==> config.mk <==
export PLATFORM = sky130hd
export DESIGN_NAME = design_03_issuer
export DESIGN_NICKNAME = d
export VERILOG_FILES = /design/src/rtl/design_03_pkg.sv /design/src/rtl/design_03_sync_fifo.sv /design/src/rtl/design_03_issuer.sv
export SDC_FILE = /design/constraint.sdc
export NUM_CORES = 1
export LEC_CHECK = 0
export ABC_AREA = 1
export BUFFER_PORTS_ARGS = -buffer_cell sky130_fd_sc_hd__buf_2
export CAP_MARGIN = 40
export CORE_MARGIN = 3
export CORE_UTILIZATION = 40
export CTS_BUF_LIST = sky130_fd_sc_hd__clkbuf_8
export CTS_CLUSTER_SIZE = 30
export DETAILED_ROUTE_END_ITERATION = 12
export PLACE_DENSITY_LB_ADDON = 0.25
export SLEW_MARGIN = 30
export SYNTH_ARGS = -nofsm -noshare
export SYNTH_HDL_FRONTEND = slang
export SYNTH_HIERARCHICAL = 1
export SYNTH_SLANG_ARGS = --single-unit
==> constraint.sdc <==
create_clock -name CLK -period 2.63 [get_ports CLK]
set_input_delay 0 -clock CLK [delete_from_list [all_inputs] [get_ports CLK]]
set_output_delay 0 -clock CLK [all_outputs]
set_load 0.01 [all_outputs]
==> src/rtl/design_03_pkg.sv <==
// design_03_pkg
//  Shared constants and types for the design_03 issuer slice.
//  - WIDTH_DEFAULT : operand/result width of the downstream methods.
//  - CNT_W         : width of the issued/done event counters.
//  - op_t          : one host command {a,b,c} at the default width.
package design_03_pkg;

  localparam int WIDTH_DEFAULT = 7;
  localparam int CNT_W         = 16;

  typedef struct packed {
    logic [WIDTH_DEFAULT-1:0] a;
    logic [WIDTH_DEFAULT-1:0] b;
    logic [WIDTH_DEFAULT-1:0] c;
  } op_t;

endpackage

==> src/rtl/design_03_sync_fifo.sv <==
// design_03_sync_fifo
//  Single-clock FIFO with registered storage and occupancy.
//  A push while full is dropped even if a pop happens in the same cycle
//  (no bypass), so fullness alone decides whether a write is taken.
//  Ports:
//   clk, rst    : clock, asynchronous active-high reset
//   push, din   : write request and data (ignored while full)
//   pop         : read request (ignored while empty)
//   dout        : head entry, read from the storage registers
//   full, empty : occupancy flags
module design_03_sync_fifo #(
  parameter type T     = logic [7:0],
  parameter int  DEPTH = 4
) (
  input  logic clk,
  input  logic rst,
  input  logic push,
  input  T     din,
  input  logic pop,
  output T     dout,
  output logic full,
  output logic empty
);

  localparam int AW = (DEPTH > 1) ? $clog2(DEPTH) : 1;
  localparam int CW = $clog2(DEPTH + 1);

  logic [AW-1:0] wr_ptr_r;
  logic [AW-1:0] rd_ptr_r;
  logic [CW-1:0] count_r;
  T              mem_r [DEPTH];
  logic          push_ok_s;
  logic          pop_ok_s;

  // Pointer advance with explicit wrap so non-power-of-2 depths stay in range.
  function automatic logic [AW-1:0] ptr_inc(input logic [AW-1:0] p);
    if (p == AW'(DEPTH - 1)) begin
      return {AW{1'b0}};
    end else begin
      return p + AW'(1);
    end
  endfunction

  assign full      = (count_r == CW'(DEPTH));
  assign empty     = (count_r == {CW{1'b0}});
  assign push_ok_s = push & ~full;
  assign pop_ok_s  = pop & ~empty;
  assign dout      = mem_r[rd_ptr_r];

  // Storage, pointers and occupancy.
  always_ff @(posedge clk or posedge rst) begin
    if (rst) begin
      wr_ptr_r <= {AW{1'b0}};
      rd_ptr_r <= {AW{1'b0}};
      count_r  <= {CW{1'b0}};
      for (int i = 0; i < DEPTH; i++) begin
        mem_r[i] <= '0;
      end
    end else begin
      if (push_ok_s) begin
        mem_r[wr_ptr_r] <= din;
        wr_ptr_r        <= ptr_inc(wr_ptr_r);
      end
      if (pop_ok_s) begin
        rd_ptr_r <= ptr_inc(rd_ptr_r);
      end
      case ({push_ok_s, pop_ok_s})
        2'b10:   count_r <= count_r + CW'(1);
        2'b01:   count_r <= count_r - CW'(1);
        default: count_r <= count_r;
      endcase
    end
  end

endmodule

==> src/rtl/design_03_issuer.sv <==
// design_03_issuer
//  Host-side command issuer for mkDesign_03. Host triples {a,b,c} are buffered
//  in the op FIFO, issued to the downstream start method (a,b), and c is parked
//  in the c queue until the result method can be called. Results come back to
//  the host in start order through a single output register.
//  Ports:
//   CLK, RST                     : clock, asynchronous active-high reset
//   in_valid/in_ready/in_a,b,c   : host command stream
//   start_a/start_b/RDY_start/EN_start : downstream start method
//   result_c/result/RDY_result/EN_result : downstream result method
//   out_valid/out_ready/out_data : host result stream
//   issued_cnt, done_cnt         : wrapping start / delivery counters
module design_03_issuer
  import design_03_pkg::*;
#(
  parameter int WIDTH   = WIDTH_DEFAULT,
  parameter int DEPTH   = 4,
  parameter int MAX_OUT = 4
) (
  input  logic             CLK,
  input  logic             RST,
  input  logic             in_valid,
  output logic             in_ready,
  input  logic [WIDTH-1:0] in_a,
  input  logic [WIDTH-1:0] in_b,
  input  logic [WIDTH-1:0] in_c,
  output logic [WIDTH-1:0] start_a,
  output logic [WIDTH-1:0] start_b,
  input  logic             RDY_start,
  output logic             EN_start,
  output logic [WIDTH-1:0] result_c,
  input  logic [WIDTH-1:0] result,
  input  logic             RDY_result,
  output logic             EN_result,
  output logic             out_valid,
  input  logic             out_ready,
  output logic [WIDTH-1:0] out_data,
  output logic [CNT_W-1:0] issued_cnt,
  output logic [CNT_W-1:0] done_cnt
);

  // Same layout as op_t, but sized by this instance's WIDTH.
  typedef struct packed {
    logic [WIDTH-1:0] a;
    logic [WIDTH-1:0] b;
    logic [WIDTH-1:0] c;
  } op_w_t;

  op_w_t            op_in_s;
  op_w_t            op_head_s;
  logic             op_full_s;
  logic             op_empty_s;
  logic             cq_full_s;
  logic             cq_empty_s;
  logic             push_s;
  logic             out_valid_r;
  logic [WIDTH-1:0] out_data_r;
  logic [CNT_W-1:0] issued_cnt_r;
  logic [CNT_W-1:0] done_cnt_r;

  assign op_in_s = '{a: in_a, b: in_b, c: in_c};

  // in_ready is forced low while reset is held so no command slips in.
  assign in_ready = ~op_full_s & ~RST;
  assign push_s   = in_valid & in_ready;

  // A start is only allowed when the c queue has room, which bounds the
  // number of started-but-uncollected ops to MAX_OUT.
  assign EN_start  = ~op_empty_s & RDY_start & ~cq_full_s;
  assign EN_result = ~cq_empty_s & RDY_result & (~out_valid_r | out_ready);

  assign start_a   = op_head_s.a;
  assign start_b   = op_head_s.b;
  assign out_valid = out_valid_r;
  assign out_data  = out_data_r;
  assign issued_cnt = issued_cnt_r;
  assign done_cnt   = done_cnt_r;

  design_03_sync_fifo #(.T(op_w_t), .DEPTH(DEPTH)) u_op_fifo (
    .clk   (CLK),
    .rst   (RST),
    .push  (push_s),
    .din   (op_in_s),
    .pop   (EN_start),
    .dout  (op_head_s),
    .full  (op_full_s),
    .empty (op_empty_s)
  );

  design_03_sync_fifo #(.T(logic [WIDTH-1:0]), .DEPTH(MAX_OUT)) u_c_queue (
    .clk   (CLK),
    .rst   (RST),
    .push  (EN_start),
    .din   (op_head_s.c),
    .pop   (EN_result),
    .dout  (result_c),
    .full  (cq_full_s),
    .empty (cq_empty_s)
  );

  // Host output register: a new result may replace one being handed off.
  always_ff @(posedge CLK or posedge RST) begin
    if (RST) begin
      out_valid_r <= 1'b0;
      out_data_r  <= {WIDTH{1'b0}};
    end else if (EN_result) begin
      out_valid_r <= 1'b1;
      out_data_r  <= result;
    end else if (out_ready) begin
      out_valid_r <= 1'b0;
    end
  end

  // Event counters; both wrap silently.
  always_ff @(posedge CLK or posedge RST) begin
    if (RST) begin
      issued_cnt_r <= {CNT_W{1'b0}};
      done_cnt_r   <= {CNT_W{1'b0}};
    end else begin
      if (EN_start) begin
        issued_cnt_r <= issued_cnt_r + CNT_W'(1);
      end
      if (out_valid_r & out_ready) begin
        done_cnt_r <= done_cnt_r + CNT_W'(1);
      end
    end
  end

endmodule

# Word-level counts from Yosys, hierarchy flattened
# Cells that the tools add are included.
[totals]
elab_cells = 101
register_bits = 166
in_bits = 34
out_inout_bits = 64
[classes]
n_reduce_logical = 7
n_bitwise = 22
add_sub_neg = 10
n_eq_ne = 10
n_lt_le_gt_ge = 6
mux = 20
[op_table]
columns = ["op", "n"]
rows = [
  ["$bwmux 84", 1],
  ["$mux 21", 3],
  ["$bmux 21 s2", 1],
  ["$demux 21 s2", 1],
  ["$add 16x1->16 const B", 2],
  ["$bwmux 28", 1],
  ["$mux 7", 3],
  ["$bmux 7 s2", 1],
  ["$demux 7 s2", 1],
  ["$eq 2x2->1 const B", 6],
  ["$ge 3x3->1 const B", 4],
  ["$not 2->3", 4],
  ["$pmux 3 s2", 2],
  ["$and 1x1->1", 11],
  ["$add 2x1->2 const B", 4],
  ["$mux 2", 4],
  ["$add 3x1->3 const B", 2],
  ["$eq 3x3->1 const B", 2],
  ["$logic_not 3->1", 2],
  ["$lt 3x1->1 const B", 2],
  ["$not 1->1", 6],
  ["$reduce_bool 2->1", 3],
  ["$sub 3x1->3 const B", 2],
  ["$eq 2x1->1 const B", 2],
  ["3 further kinds", 5],
]

# Longest topological paths before layout
# Gate-level depths: netlist of the first run.
[depth]
ltp_word = 7
depth_mapped = 17
mapped_depth_nobuf = 16

# Hierarchy
# The synthesis of the first run kept the hierarchy.
[by_module_without_submodules]
columns = ["mod", "seq_area_each_um2", "cells_per_inst", "area_each_um2", "n_inst"]
rows = [
  ["design_03_sync_fifo at u_op_fifo", 2277.2, 588, 4673.2, 1],
  ["design_03_issuer", 1001.0, 243, 2042.0, 1],
  ["design_03_sync_fifo at u_c_queue", 875.8, 232, 1898.1, 1],
]

# Worst setup path after synthesis of the first run
# OpenSTA, ideal clock, no wires.
[synth_timing]
path_kind = "register -> register"
startpoint = "register u_op_fifo.count_r[0]"
endpoint = "register u_op_fifo.count_r[2]"
setup_ns = 0.117
n_path_buf = 4
arrival_ns = 2.265
required_ns = 2.513
synth_period_minus_slack_ns = 2.382
stages_incl_launch_ff = 17
slack_ns = 0.248
cell_sequence = "dfrtp_1 nor2_2 nand2_4 buf_6 buf_6 inv_1 nor3b_1 buf_2 buf_4 nand2_1 ha_1 inv_1 fa_1 nand2_1 nand3_1 nand2_1 nand2_1"
[synth_between]
elab_chain_cells = 7
elab_cells_between_ends = 16
classes_between = "add/sub: 2; eq/ne: 3; mux: 1; bitwise: 8; reduce/logical: 2"
[synth_lines]
columns = ["element", "line_no", "text"]
rows = [
  ["from (decl)", "design_03_sync_fifo.sv:30", "logic [CW-1:0] count_r;"],
  ["from (signal assigned)", "design_03_sync_fifo.sv:55", "count_r <= {CW{1'b0}};"],
  ["from (signal assigned)", "design_03_sync_fifo.sv:68", "2'b10: count_r <= count_r + CW'(1);"],
  ["from (signal assigned)", "design_03_sync_fifo.sv:69", "2'b01: count_r <= count_r - CW'(1);"],
  ["$eq 3x3->1 *", "design_03_sync_fifo.sv:44", "assign full = (count_r == CW'(DEPTH));"],
  ["named net op_full_s", "design_03_issuer.sv:51", "logic op_full_s;"],
  ["$not 1->1 *", "design_03_issuer.sv:64", "assign in_ready = ~op_full_s & ~RST;"],
  ["$and 1x1->1 *", "design_03_issuer.sv:64", ""],
  ["$and 1x1->1 *", "design_03_issuer.sv:65", "assign push_s = in_valid & in_ready;"],
  ["named net push_s", "design_03_issuer.sv:55", "logic push_s;"],
  ["$and 1x1->1 *", "design_03_sync_fifo.sv:46", "assign push_ok_s = push & ~full;"],
  ["$eq 2x1->1 or $eq 2x2->1 (tied branches)", "design_03_sync_fifo.sv:67", "case ({push_ok_s, pop_ok_s})"],
  ["$pmux 3 s2 or $reduce_bool 2->1 (tied branches)", "--", ""],
]
# The timed path passes the listed nets; every way through them passes the cells marked *.
# A chain may end at the register's enable or synchronous reset.

# Worst setup path in the final report of the first run
[layout_timing]
startpoint = "register u_c_queue.count_r[2]"
endpoint = "register u_c_queue.count_r[2]"
[layout_between]
elab_chain_cells = 7
elab_cells_between_ends = 15
classes_between = "add/sub: 2; eq/ne: 3; mux: 1; bitwise: 7; reduce/logical: 2"
[layout_lines]
columns = ["element", "line_no", "text"]
rows = [
  ["from (decl)", "design_03_sync_fifo.sv:30", ""],
  ["from (signal assigned)", "design_03_sync_fifo.sv:55", ""],
  ["from (signal assigned)", "design_03_sync_fifo.sv:68", ""],
  ["from (signal assigned)", "design_03_sync_fifo.sv:69", ""],
  ["$logic_not 3->1 *", "design_03_sync_fifo.sv:45", "assign empty = (count_r == {CW{1'b0}});"],
  ["named net cq_empty_s", "design_03_issuer.sv:54", "logic cq_empty_s;"],
  ["$not 1->1 *", "design_03_sync_fifo.sv:47, design_03_issuer.sv:70", ""],
  ["$and 1x1->1 (2 in series)", "design_03_issuer.sv:70", "assign EN_result = ~cq_empty_s & RDY_result & (~out_valid_r | out_ready);"],
  ["$and 1x1->1 *", "design_03_sync_fifo.sv:47", "assign pop_ok_s = pop & ~empty;"],
  ["named net u_c_queue.pop_ok_s", "design_03_sync_fifo.sv:33", "logic pop_ok_s;"],
  ["$eq 2x1->1 or $eq 2x2->1 (tied branches)", "design_03_sync_fifo.sv:67", ""],
  ["$pmux 3 s2 or $reduce_bool 2->1 (tied branches)", "--", ""],
]
# Marks and branches as above.

==> impl_metrics.csv, run 1 <==
group,metric,value,unit
synth,synth-seq-cells,166,
power,p_int,6050,uW
timing,setup_viol,0,
routing,routedWlPerCell,13.9,um
timing,holdWs,0.0407,ns
synth,synth_top_area_share,48.2,%
grt,grt_pass1_wl,34300,um
clock_tree,cts.sinks,166,
setup_path,r2r_slack,0.38,ns
timing,post-route-min-period,2.25,ns
synth,ys.flop_type,"dfrtp_1",
setup_path,critical_path_arrival,2.61,ns
grt,grt_use_total,17.7,%
power,power.leakage,0.00535,uW
worst_hold_path,holdPathEnd,"out_data[6]$_DFFE_PP0P_",
setup_path,r2r-start,"u_c_queue/count_r[2]$_DFFE_PP0P_",
clock_tree,cts-resized-gates,0,
setup_path,crit_path_frequent_cell,"nand2_1",
finish,fill_cells,2084,
synth,synthTopCellsByArea,"dfrtp_1 (48%), nand2_1 (17%), nand4_1 (8.6%)",
grt,met3_usage,3.44,%
clock_tree,cts_tree,"done",
routing,totalWireLength,20300,um
placement,pre_cts_ws,0.382,ns
synth,yosysSeqAreaShare,48.2,%
finish,multi_input_area,0.00367,mm2
routing,drt_iter0_drc,361,
clock_tree,clockRootBuffer,"clkbuf_8",
power,power_frac_seq,40.3,%
placement,gp_congestion,0.792,
power,power.total,10800,uW
grt,grt_use_met2,28.6,%
synth,synth_top_area_cell,"dfrtp_1",
worst_hold_path,hp-class,"input pin to flop",
grt,grt_pass1_vias,6819,
power,clkPwrFrac,15.8,%
finish,syn2layout_area_growth,16.4,%
grt,overflow,0,
clock_tree,clockBufferDepth,2,
synth,synth_edf_count,0,
die,die_area,0.0233,mm2
setup_path,crit_slowest_cell,"dfrtp_1",
worst_hold_path,min_from,"RDY_result",
synth,netlist_instances,1063,
setup_path,critPathMaxFanout,10,
setup_path,path_cells,"inv_1 > nand2_1 > inv_1 > nor2_1 > nand2_2 > inv_2 > nand2_1 > inv_1 > ha_1 > inv_1 > fa_1 > nand2_1 > nand3_1 > nand2_1 > nand2_1",
clock_tree,clock_latency,0.47,ns
setup_path,critPathMaxStageDelay,0.41,ns
die,die_x,153,um
finish,antenna_cells,0,
clock_tree,path_clk_slew,0.09,ns
timing,slew_headroom,48.6,%
setup_path,start_kind,"flop",
power,peakVddDrop,492,uV
timing,finalMaxSlewViolations,0,
setup_path,critical_path_buf_inv_count,5,
finish,final_layout_size_suffix_gt1_share,16.0,%
synth,syn_nets,1113,
synth,post_synth_instance_area,0.00861,mm2
timing,worst_pin_slew,0.770,ns
flow_run,max-cap-violations,0,
grt,use_met1,24.2,%
die,initial_core_util,40.8,%
run_status,status,"finished, final reports clean",
timing,max_freq,445,MHz
finish,fin_nets,1228,
finish,register_area,0.00416,mm2
power,power_density,1080,mW/mm2
placement,portBuffers,97,
die,row_count,53,
routing,via_per_inst,4.89,
setup_path,criticalPathCategory,"flop to flop",
timing,final.setup.tns,0,ns
power,power.switching,4760,uW
placement,place_hpwl,13600,um
setup_path,cp.required,2.99,ns
worst_hold_path,hold_path_depth,6,
grt,top_usage_layer,"met2",
routing,drt_drc_violations_left,0,
die,dieHeight,153,um
power,swShare,44.1,%
clock_tree,htree_levels,4,
synth,synthArstFlopShare,100,%
clock_tree,cts_buffers,17,
synth,yosysWarnings,6,
die,io_pins,98,
routing,ant_nets,0,
timing,fin_crit_sh,85.5,%
grt,grt_max_degree,85,
setup_path,r2r_cells,15,
setup_path,path_delay_family,"simple AND/OR/NAND/NOR gates",
routing,drt-pass1-iter-count,5,
synth,postSynthAreaPerCell,8.10,um2
routing,num_vias,7164,
finish,postLayoutCoreUtil,47.6,%
timing,fin_ws,0.382,ns
die,core-area,0.0211,mm2
timing,skew,0.0179,ns
setup_path,crit_path_end_kind,"flop",
power,comb_power_share,43.9,%
clock_tree,postCtsSetupBuffers,0,
timing,rsz0062_at_grt,"false",
setup_path,rr_endpoint,"u_c_queue/count_r[2]$_DFFE_PP0P_",
timing,hold_viol,0,
grt,antenna_found_initial,0,
synth,synth_cell_type_count,33,
cell type report:
cell class,count,share of cell area (%)
Clock buffer,19,2.61
Clock inverter,13,0.973
Inverter,112,4.20
Multi-Input combinational cell,721,36.6
Sequential cell,166,41.4
Tap cell,275,3.43
Timing Repair Buffer,160,10.7
state kept, by name, summed over array words and instances, names as in the netlist:
register	cells
done_cnt	16
u_c_queue/rd_ptr_r	2
u_op_fifo/wr_ptr_r	2
issued_cnt	16
u_c_queue/wr_ptr_r	2
out_valid	1
u_c_queue/mem_r	28
u_op_fifo/rd_ptr_r	2
u_op_fifo/count_r	3
u_op_fifo/mem_r	84
out_data	7
u_c_queue/count_r	3
how the worst max path moves through the flow:
stage	from	endpoint	depth (start not counted)
finish	u_c_queue/count_r[2]$_DFFE_PP0P_	u_c_queue/count_r[2]$_DFFE_PP0P_	15
global route	u_op_fifo/count_r[0]$_DFFE_PP0P_	u_op_fifo/mem_r[69]$_DFFE_PP0P_	8
CTS	u_c_queue/count_r[2]$_DFFE_PP0P_	u_c_queue/count_r[2]$_DFFE_PP0P_	15
detailed placement	u_c_queue/count_r[2]$_DFFE_PP0P_	u_c_queue/count_r[2]$_DFFE_PP0P_	15
global placement	u_c_queue/count_r[2]$_DFFE_PP0P_	u_c_queue/count_r[2]$_DFFE_PP0P_	15
floorplan	u_op_fifo/count_r[0]$_DFFE_PP0P_	u_op_fifo/count_r[2]$_DFFE_PP0P_	16
cells in the final DEF, fill, tap and decap left out, types with 7 or more instances in the layout:
master           n
nand3_2          8
nand3_1         15
o211ai_1        28
o21ai_0         32
buf_2           97
buf_4           24
dfrtp_1        165
nor2_1          25
ha_1            14
nand3b_1         7
a21oi_1         28
clkbuf_8        19
dlygate4sd3_1   37
nand4_1        118
nand2_1        392
xnor2_1          8
inv_1          109
xor2_1          12
cell usage after synthesis, types with 7 or more instances:
cell,n
clkbuf_1,18
xor2_1,12
o21ai_0,32
dfrtp_1,166
nand2_1,392
buf_6,8
buf_2,26
inv_1,111
nand3_1,15
o211ai_1,28
a21oi_1,28
nand4_1,118
nand3_2,8
nand3b_1,7
nor2_1,25
buf_4,10
ha_1,14
xnor2_1,8
tightest hold or removal path: cells and delay by family:
family                 cells  cell delay [ns]
buffers and inverters      2             0.16
AND/OR/NAND/NOR            4             0.31
cell families (layout without fill, tap and decap cells):
| logic type | after synthesis | count (layout) | share of synthesized area [%] |
|---|---|---|---|
| compound gates | 93 | 93 | 6.22 |
| xor+xnor | 20 | 20 | 2.03 |
| flops | 166 | 166 | 48.2 |
| fa+ha+maj | 16 | 16 | 2.50 |
| simple gates | 592 | 592 | 31.8 |
| buf+inv | 176 | 304 | 9.18 |
through the flow:
stage                     instances  instance area [um2]
after floorplan                1063                 8610
after global placement         1396                 9280
after detailed placement       1397                 9300
after CTS                      1466                10000
after global routing           1466                10000
final                          1466                10000
timing repair:
action / CTS / global route
hold endpoints to repair: 257 / 0
hold buffers: 37 / 0
setup endpoints to repair: 0 / 0
layer usage:
| metal | up-vias | wire, um |
|---|---|---|
| met4 | 0 | 174 |
| met1 | 3333 | 9710 |
| met2 | 132 | 9560 |
| met5 | - | 0 |
| li1 | 3688 | - |
| met3 | 11 | 897 |
power by group through the flow:
stage / Sequential (uW) / Clock, uW / Combinational [uW]
after floorplan: 4190 / 0 / 3490
after global placement: 4450 / 0 / 4500
after detailed placement: 4400 / 0 / 4680
after CTS: 4360 / 1770 / 4790
after global routing: 4510 / 1880 / 5430
final: 4360 / 1710 / 4740
Power figures use the tool's default switching activity.
==> run 2: changes to the inputs <==
--- a/config.mk
+++ b/config.mk
@@ -10,3 +10,3 @@
 export CAP_MARGIN = 40
-export CORE_MARGIN = 3
+export CORE_MARGIN = 2
 export CORE_UTILIZATION = 40
==> constraint.sdc (replaced) <==
create_clock -name CLK -period 2.63 [get_ports CLK]
set_input_delay 0.263 -clock CLK [delete_from_list [all_inputs] [get_ports CLK]]
set_output_delay 0.263 -clock CLK [all_outputs]
set_load 0.01 [all_outputs]
==> impl_metrics.csv, run 2 (synthesis gave the netlist of run 1 again) <==
group,metric,value,unit
run_status,status,"finished, final reports clean",
grt,grt_pass1_wl,34100,um
clock_tree,clock_latency,0.46,ns
grt,grt_max_degree,66,
die,core-area,0.0211,mm2
timing,rsz0062_at_grt,"false",
timing,finalMaxSlewViolations,0,
clock_tree,cts.sinks,166,
routing,highest_layer,"met5",
timing,slew_headroom,48.5,%
setup_path,r2r_slack,0.35,ns
placement,portBuffers,97,
grt,grt_pass1_vias,6682,
routing,routedWlPerCell,14.2,um
setup_path,cp.required,2.37,ns
setup_path,critical_path_arrival,2.03,ns
grt,grt_use_total,18.8,%
setup_path,r2r-start,"u_op_fifo/count_r[2]$_DFFE_PP0P_",
setup_path,crit_path_end_kind,"output port",
routing,wl_met2,9520,um
setup_path,criticalPathCategory,"flop to output port",
clock_tree,clockRootBuffer,"clkbuf_8",
routing,drt-met1-wl,9730,um
grt,overflow,0,
routing,wl_met3,1140,um
die,dieHeight,151,um
timing,skew,0.0151,ns
clock_tree,path_clk_slew,0.09,ns
timing,fin_ws,0.335,ns
finish,syn2layout_area_growth,13.7,%
power,power.leakage,0.00526,uW
timing,worst_pin_slew,0.773,ns
finish,postLayoutCoreUtil,46.4,%
power,peakVddDrop,559,uV
placement,gp_congestion,0.787,
grt,antenna_found_initial,5,
die,row_count,53,
clock_tree,htree_levels,4,
finish,largestRegisters,"u_op_fifo/mem_r x84, u_c_queue/mem_r x28",
setup_path,rr_endpoint,"u_op_fifo/count_r[2]$_DFFE_PP0P_",
timing,setup_viol,0,
routing,num_vias,7127,
setup_path,r2r_cells,15,
setup_path,start_kind,"flop",
routing,via_per_inst,4.94,
placement,pre_cts_ws,0.377,ns
placement,place_hpwl,14000,um
die,initial_core_util,40.8,%
clock_tree,cts_tree,"done",
finish,final_common_cell,"nand2_1",
routing,ant_nets,0,
routing,totalWireLength,20500,um
clock_tree,postCtsSetupBuffers,0,
die,io_pins,98,
clock_tree,cts_buffers,17,
flow_run,max-cap-violations,0,
timing,max_freq,436,MHz
finish,final_cell_mix,"nand2_1 (392), dfrtp_1 (165), nand4_1 (118)",
power,power_density,1110,mW/mm2
die,die_x,151,um
timing,fin_crit_sh,87.3,%
routing,drt_iter0_drc,453,
finish,fin_nets,1203,
clock_tree,clockBufferDepth,2,
routing,drt-pass1-iter-count,4,
setup_path,critPathCapture,"start_b[1]",
setup_path,critPathMaxFanout,45,
clock_tree,cts_hold_buf,7,
finish,largest_reg_flops,84,
timing,post-route-min-period,2.30,ns
setup_path,startpoint,"u_op_fifo/rd_ptr_r[0]$_DFFE_PP0P_",
die,die_area,0.0227,mm2
finish,top_register,"u_op_fifo/mem_r",
clock_tree,cts-resized-gates,0,
finish,final_layout_size_suffix_gt1_share,16.7,%
routing,drt_drc_violations_left,0,
worst_hold_path,hp-class,"input pin to flop",
timing,final.setup.tns,0,ns
timing,hold_viol,0,
run 2: cell types whose count changed in the layout (fill, tap and decap cells not counted), sizes merged:
cell / previous run / this run
clkbuf: 19 / 18
clkinvlp: 4 / 3
bufinv: 0 / 1
dlygate4sd3: 37 / 7
buf: 123 / 128
clkinv: 6 / 7
diode: 0 / 3
run 2: worst min path at each step:
stage | startpoint | end | slack [ns] | depth (start not counted)
floorplan | result[0] | out_data[0]$_DFFE_PP0P_ | 0.37 | 2
global placement | RST | u_op_fifo/wr_ptr_r[0]$_DFFE_PP0P_ | 0.29 | 2
detailed placement | RST | u_op_fifo/wr_ptr_r[0]$_DFFE_PP0P_ | 0.29 | 2
CTS | result[4] | out_data[4]$_DFFE_PP0P_ | 0.0005 | 3
global route | result[4] | out_data[4]$_DFFE_PP0P_ | 0.01 | 3
finish | result[4] | out_data[4]$_DFFE_PP0P_ | 0.03 | 3
run 2: metal layers:
layer / GRT usage [%] / vias to the layer above
li1: - / 3643
met1: 26.3 / 3328
met2: 29.5 / 143
met4: 3.88 / 4
met3: 4.79 / 9
met5: 0 / -
run 2: cell type report:
cell class              instances  area (um2)
diodes                          3        7.51
fillers                      2101       11300
flip-flops and latches        166        4160
clock buffers                  18         248
multi-input cells             721        3670
inverters                     112         422
repair buffers                135         817
clock inverters                14         125
well taps                     275         344
run 2: per-stage QoR:
step	total power (uW)	cells	hold WS [ns]	cell area, um2
4_1_cts	10900	1440	0.000508	9770
3_3_place_gp	9010	1401	0.290	9330
2_1_floorplan	7680	1063	0.373	8610
6_report	10900	1444	0.0282	9790
5_1_grt	11900	1441	0.0142	9780
3_5_place_dp	9120	1401	0.289	9330
run 2: worst max-delay path, cell delays in order (launching register included):
cell and delay [ns]:
dfrtp_2 0.88, buf_12 0.28, nand2_1 0.09, o211ai_1 0.09, nand2_1 0.08, buf_2 0.14
run 2: where the power goes:
group          switching (uW)  internal, uW  total, uW
Sequential                810          3570       4380
Combinational            2990          1720       4700
Clock                    1000           781       1790
Total                    4800          6070      10900
==> run 3: changes to the inputs <==
CELL_PAD_IN_SITES_DETAIL_PLACEMENT = 2   (was default)
CELL_PAD_IN_SITES_GLOBAL_PLACEMENT = 2   (was default)
CORE_UTILIZATION = 36   (was 40)
==> impl_metrics.csv, run 3 (synthesis gave the netlist of run 1 again) <==
group,metric,value,unit
timing,max_freq,420,MHz
finish,largestRegisters,"u_op_fifo/mem_r x84, u_c_queue/mem_r x28",
setup_path,cp.required,2.98,ns
clock_tree,cts_hold_buf,6,
power,power.total,11400,uW
clock_tree,cts-resized-gates,0,
run_status,status,"finished, final reports clean",
routing,routedWlPerCell,18.2,um
timing,holdWs,0.0377,ns
routing,via_per_inst,5.19,
setup_path,crit_path_end_kind,"flop",
die,die_area,0.0252,mm2
placement,place_hpwl,17800,um
routing,drt-pass1-iter-count,4,
power,peakVddDrop,457,uV
grt,antenna_found_initial,2,
clock_tree,cts_tree,"done",
power,power_density,1150,mW/mm2
setup_path,critical_path_arrival,2.73,ns
setup_path,start_kind,"flop",
finish,syn2layout_area_growth,14.2,%
power,power.leakage,0.00524,uW
timing,skew,0.0124,ns
die,io_pins,98,
timing,finalMaxSlewViolations,0,
finish,final_cell_mix,"nand2_1 (392), dfrtp_1 (165), nand4_1 (118)",
clock_tree,clockBufferDepth,2,
clock_tree,cts.sinks,166,
timing,post-route-min-period,2.38,ns
timing,fin_crit_sh,90.5,%
timing,slew_headroom,55.4,%
flow_run,max-cap-violations,0,
routing,ant_nets,0,
grt,grt_pass1_vias,8400,
die,initial_core_util,36.7,%
routing,drt_iter0_drc,363,
placement,portBuffers,97,
clock_tree,htree_levels,4,
routing,num_vias,7682,
die,core-area,0.0235,mm2
clock_tree,postCtsSetupBuffers,0,
die,dieHeight,159,um
grt,grt_use_total,22.4,%
die,row_count,56,
timing,setup_viol,0,
die,die_x,159,um
finish,largest_reg_flops,84,
clock_tree,path_clk_slew,0.09,ns
routing,totalWireLength,26900,um
clock_tree,cts_buffers,17,
clock_tree,clock_latency,0.46,ns
placement,gp_congestion,0.719,
timing,final.setup.tns,0,ns
worst_hold_path,hp-class,"input pin to flop",
finish,final_common_cell,"nand2_1",
grt,grt_pass1_wl,44200,um
timing,hold_viol,0,
timing,rsz0062_at_grt,"false",
setup_path,critPathMaxFanout,10,
clock_tree,clockRootBuffer,"clkbuf_8",
finish,top_register,"u_op_fifo/mem_r",
grt,overflow,0,
grt,grt_max_degree,62,
routing,drt_drc_violations_left,0,
finish,fin_nets,1197,
setup_path,criticalPathCategory,"flop to flop",
timing,worst_pin_slew,0.669,ns
finish,final_layout_size_suffix_gt1_share,16.4,%
## run 3: changes by cell type in the layout (fill, tap and decap cells not counted)
cell	delta
buf_16	+1
buf_4	-5
buf_6	-1
bufinv_16	+1
clkinv_2	-2
clkinvlp_4	+2
diode_2	-1
dlygate4sd3_1	-1
inv_6	-1
## run 3: worst max-delay path, cell delays in order, from the launching register on
cell     delay, ns
dfrtp_1       0.42
inv_1         0.09
nand2_1       0.11
inv_1         0.05
nor2_1        0.12
nand2_2       0.15
inv_2         0.19
nand2_1       0.13
inv_1         0.08
ha_1          0.16
inv_1         0.07
fa_1          0.38
nand2_1       0.12
nand3_1       0.08
nand2_1       0.07
nand2_1       0.06
## run 3: per-stage QoR
stage                     instances  worst slack, ns  utilization (%)  cell area (um2)
final                          1481            0.250             41.9             9840
after global routing           1479           0.0367             41.9             9830
after CTS                      1479            0.237             41.9             9830
after detailed placement       1441            0.258             39.9             9380
after global placement         1440            0.407             39.8             9350
after floorplan                1063          0.00339                -             8610
## run 3: routing by layer
layer	up-vias	share of wire [%]	GRT usage, %
li1	3634	-	-
met1	3908	44	28.0
met2	115	51	40.0
met3	25	2.9	3.51
met4	0	1.3	6.09
met5	-	0	0
## run 3: cell type report
type	instances	area (um2)
Sequential cell	166	4160
Inverter	112	422
Tap cell	319	399
Clock inverter	14	151
Fill cell	2674	13600
Timing Repair Buffer	129	786
Multi-Input combinational cell	721	3670
Clock buffer	18	248
Antenna cell	2	5.00
## run 3: worst paths after layout
| kind | cells past startpoint | from | slack [ns] | to |
|---|---|---|---|---|
| min in group asynchronous | 3 | RST | 0.43 | u_op_fifo/mem_r[69]$_DFFE_PP0P_ |
| setup / recovery | 15 | u_c_queue/count_r[2]$_DFFE_PP0P_ | 0.25 | u_c_queue/count_r[2]$_DFFE_PP0P_ |
| setup reg to reg | 15 | u_c_queue/count_r[2]$_DFFE_PP0P_ | 0.25 | u_c_queue/count_r[2]$_DFFE_PP0P_ |
| hold / removal | 3 | result[5] | 0.04 | out_data[5]$_DFFE_PP0P_ |
| max in group asynchronous | 4 | RST | 1.52 | u_op_fifo/mem_r[1]$_DFFE_PP0P_ |
| hold reg to reg | 2 | u_op_fifo/mem_r[66]$_DFFE_PP0P_ | 0.47 | u_op_fifo/mem_r[66]$_DFFE_PP0P_ |
## run 3: power by group
group / internal [uW] / total (uW) / switching (uW)
Clock: 876 / 1920 / 1050
Combinational: 1720 / 5040 / 3320
Sequential: 3570 / 4390 / 824
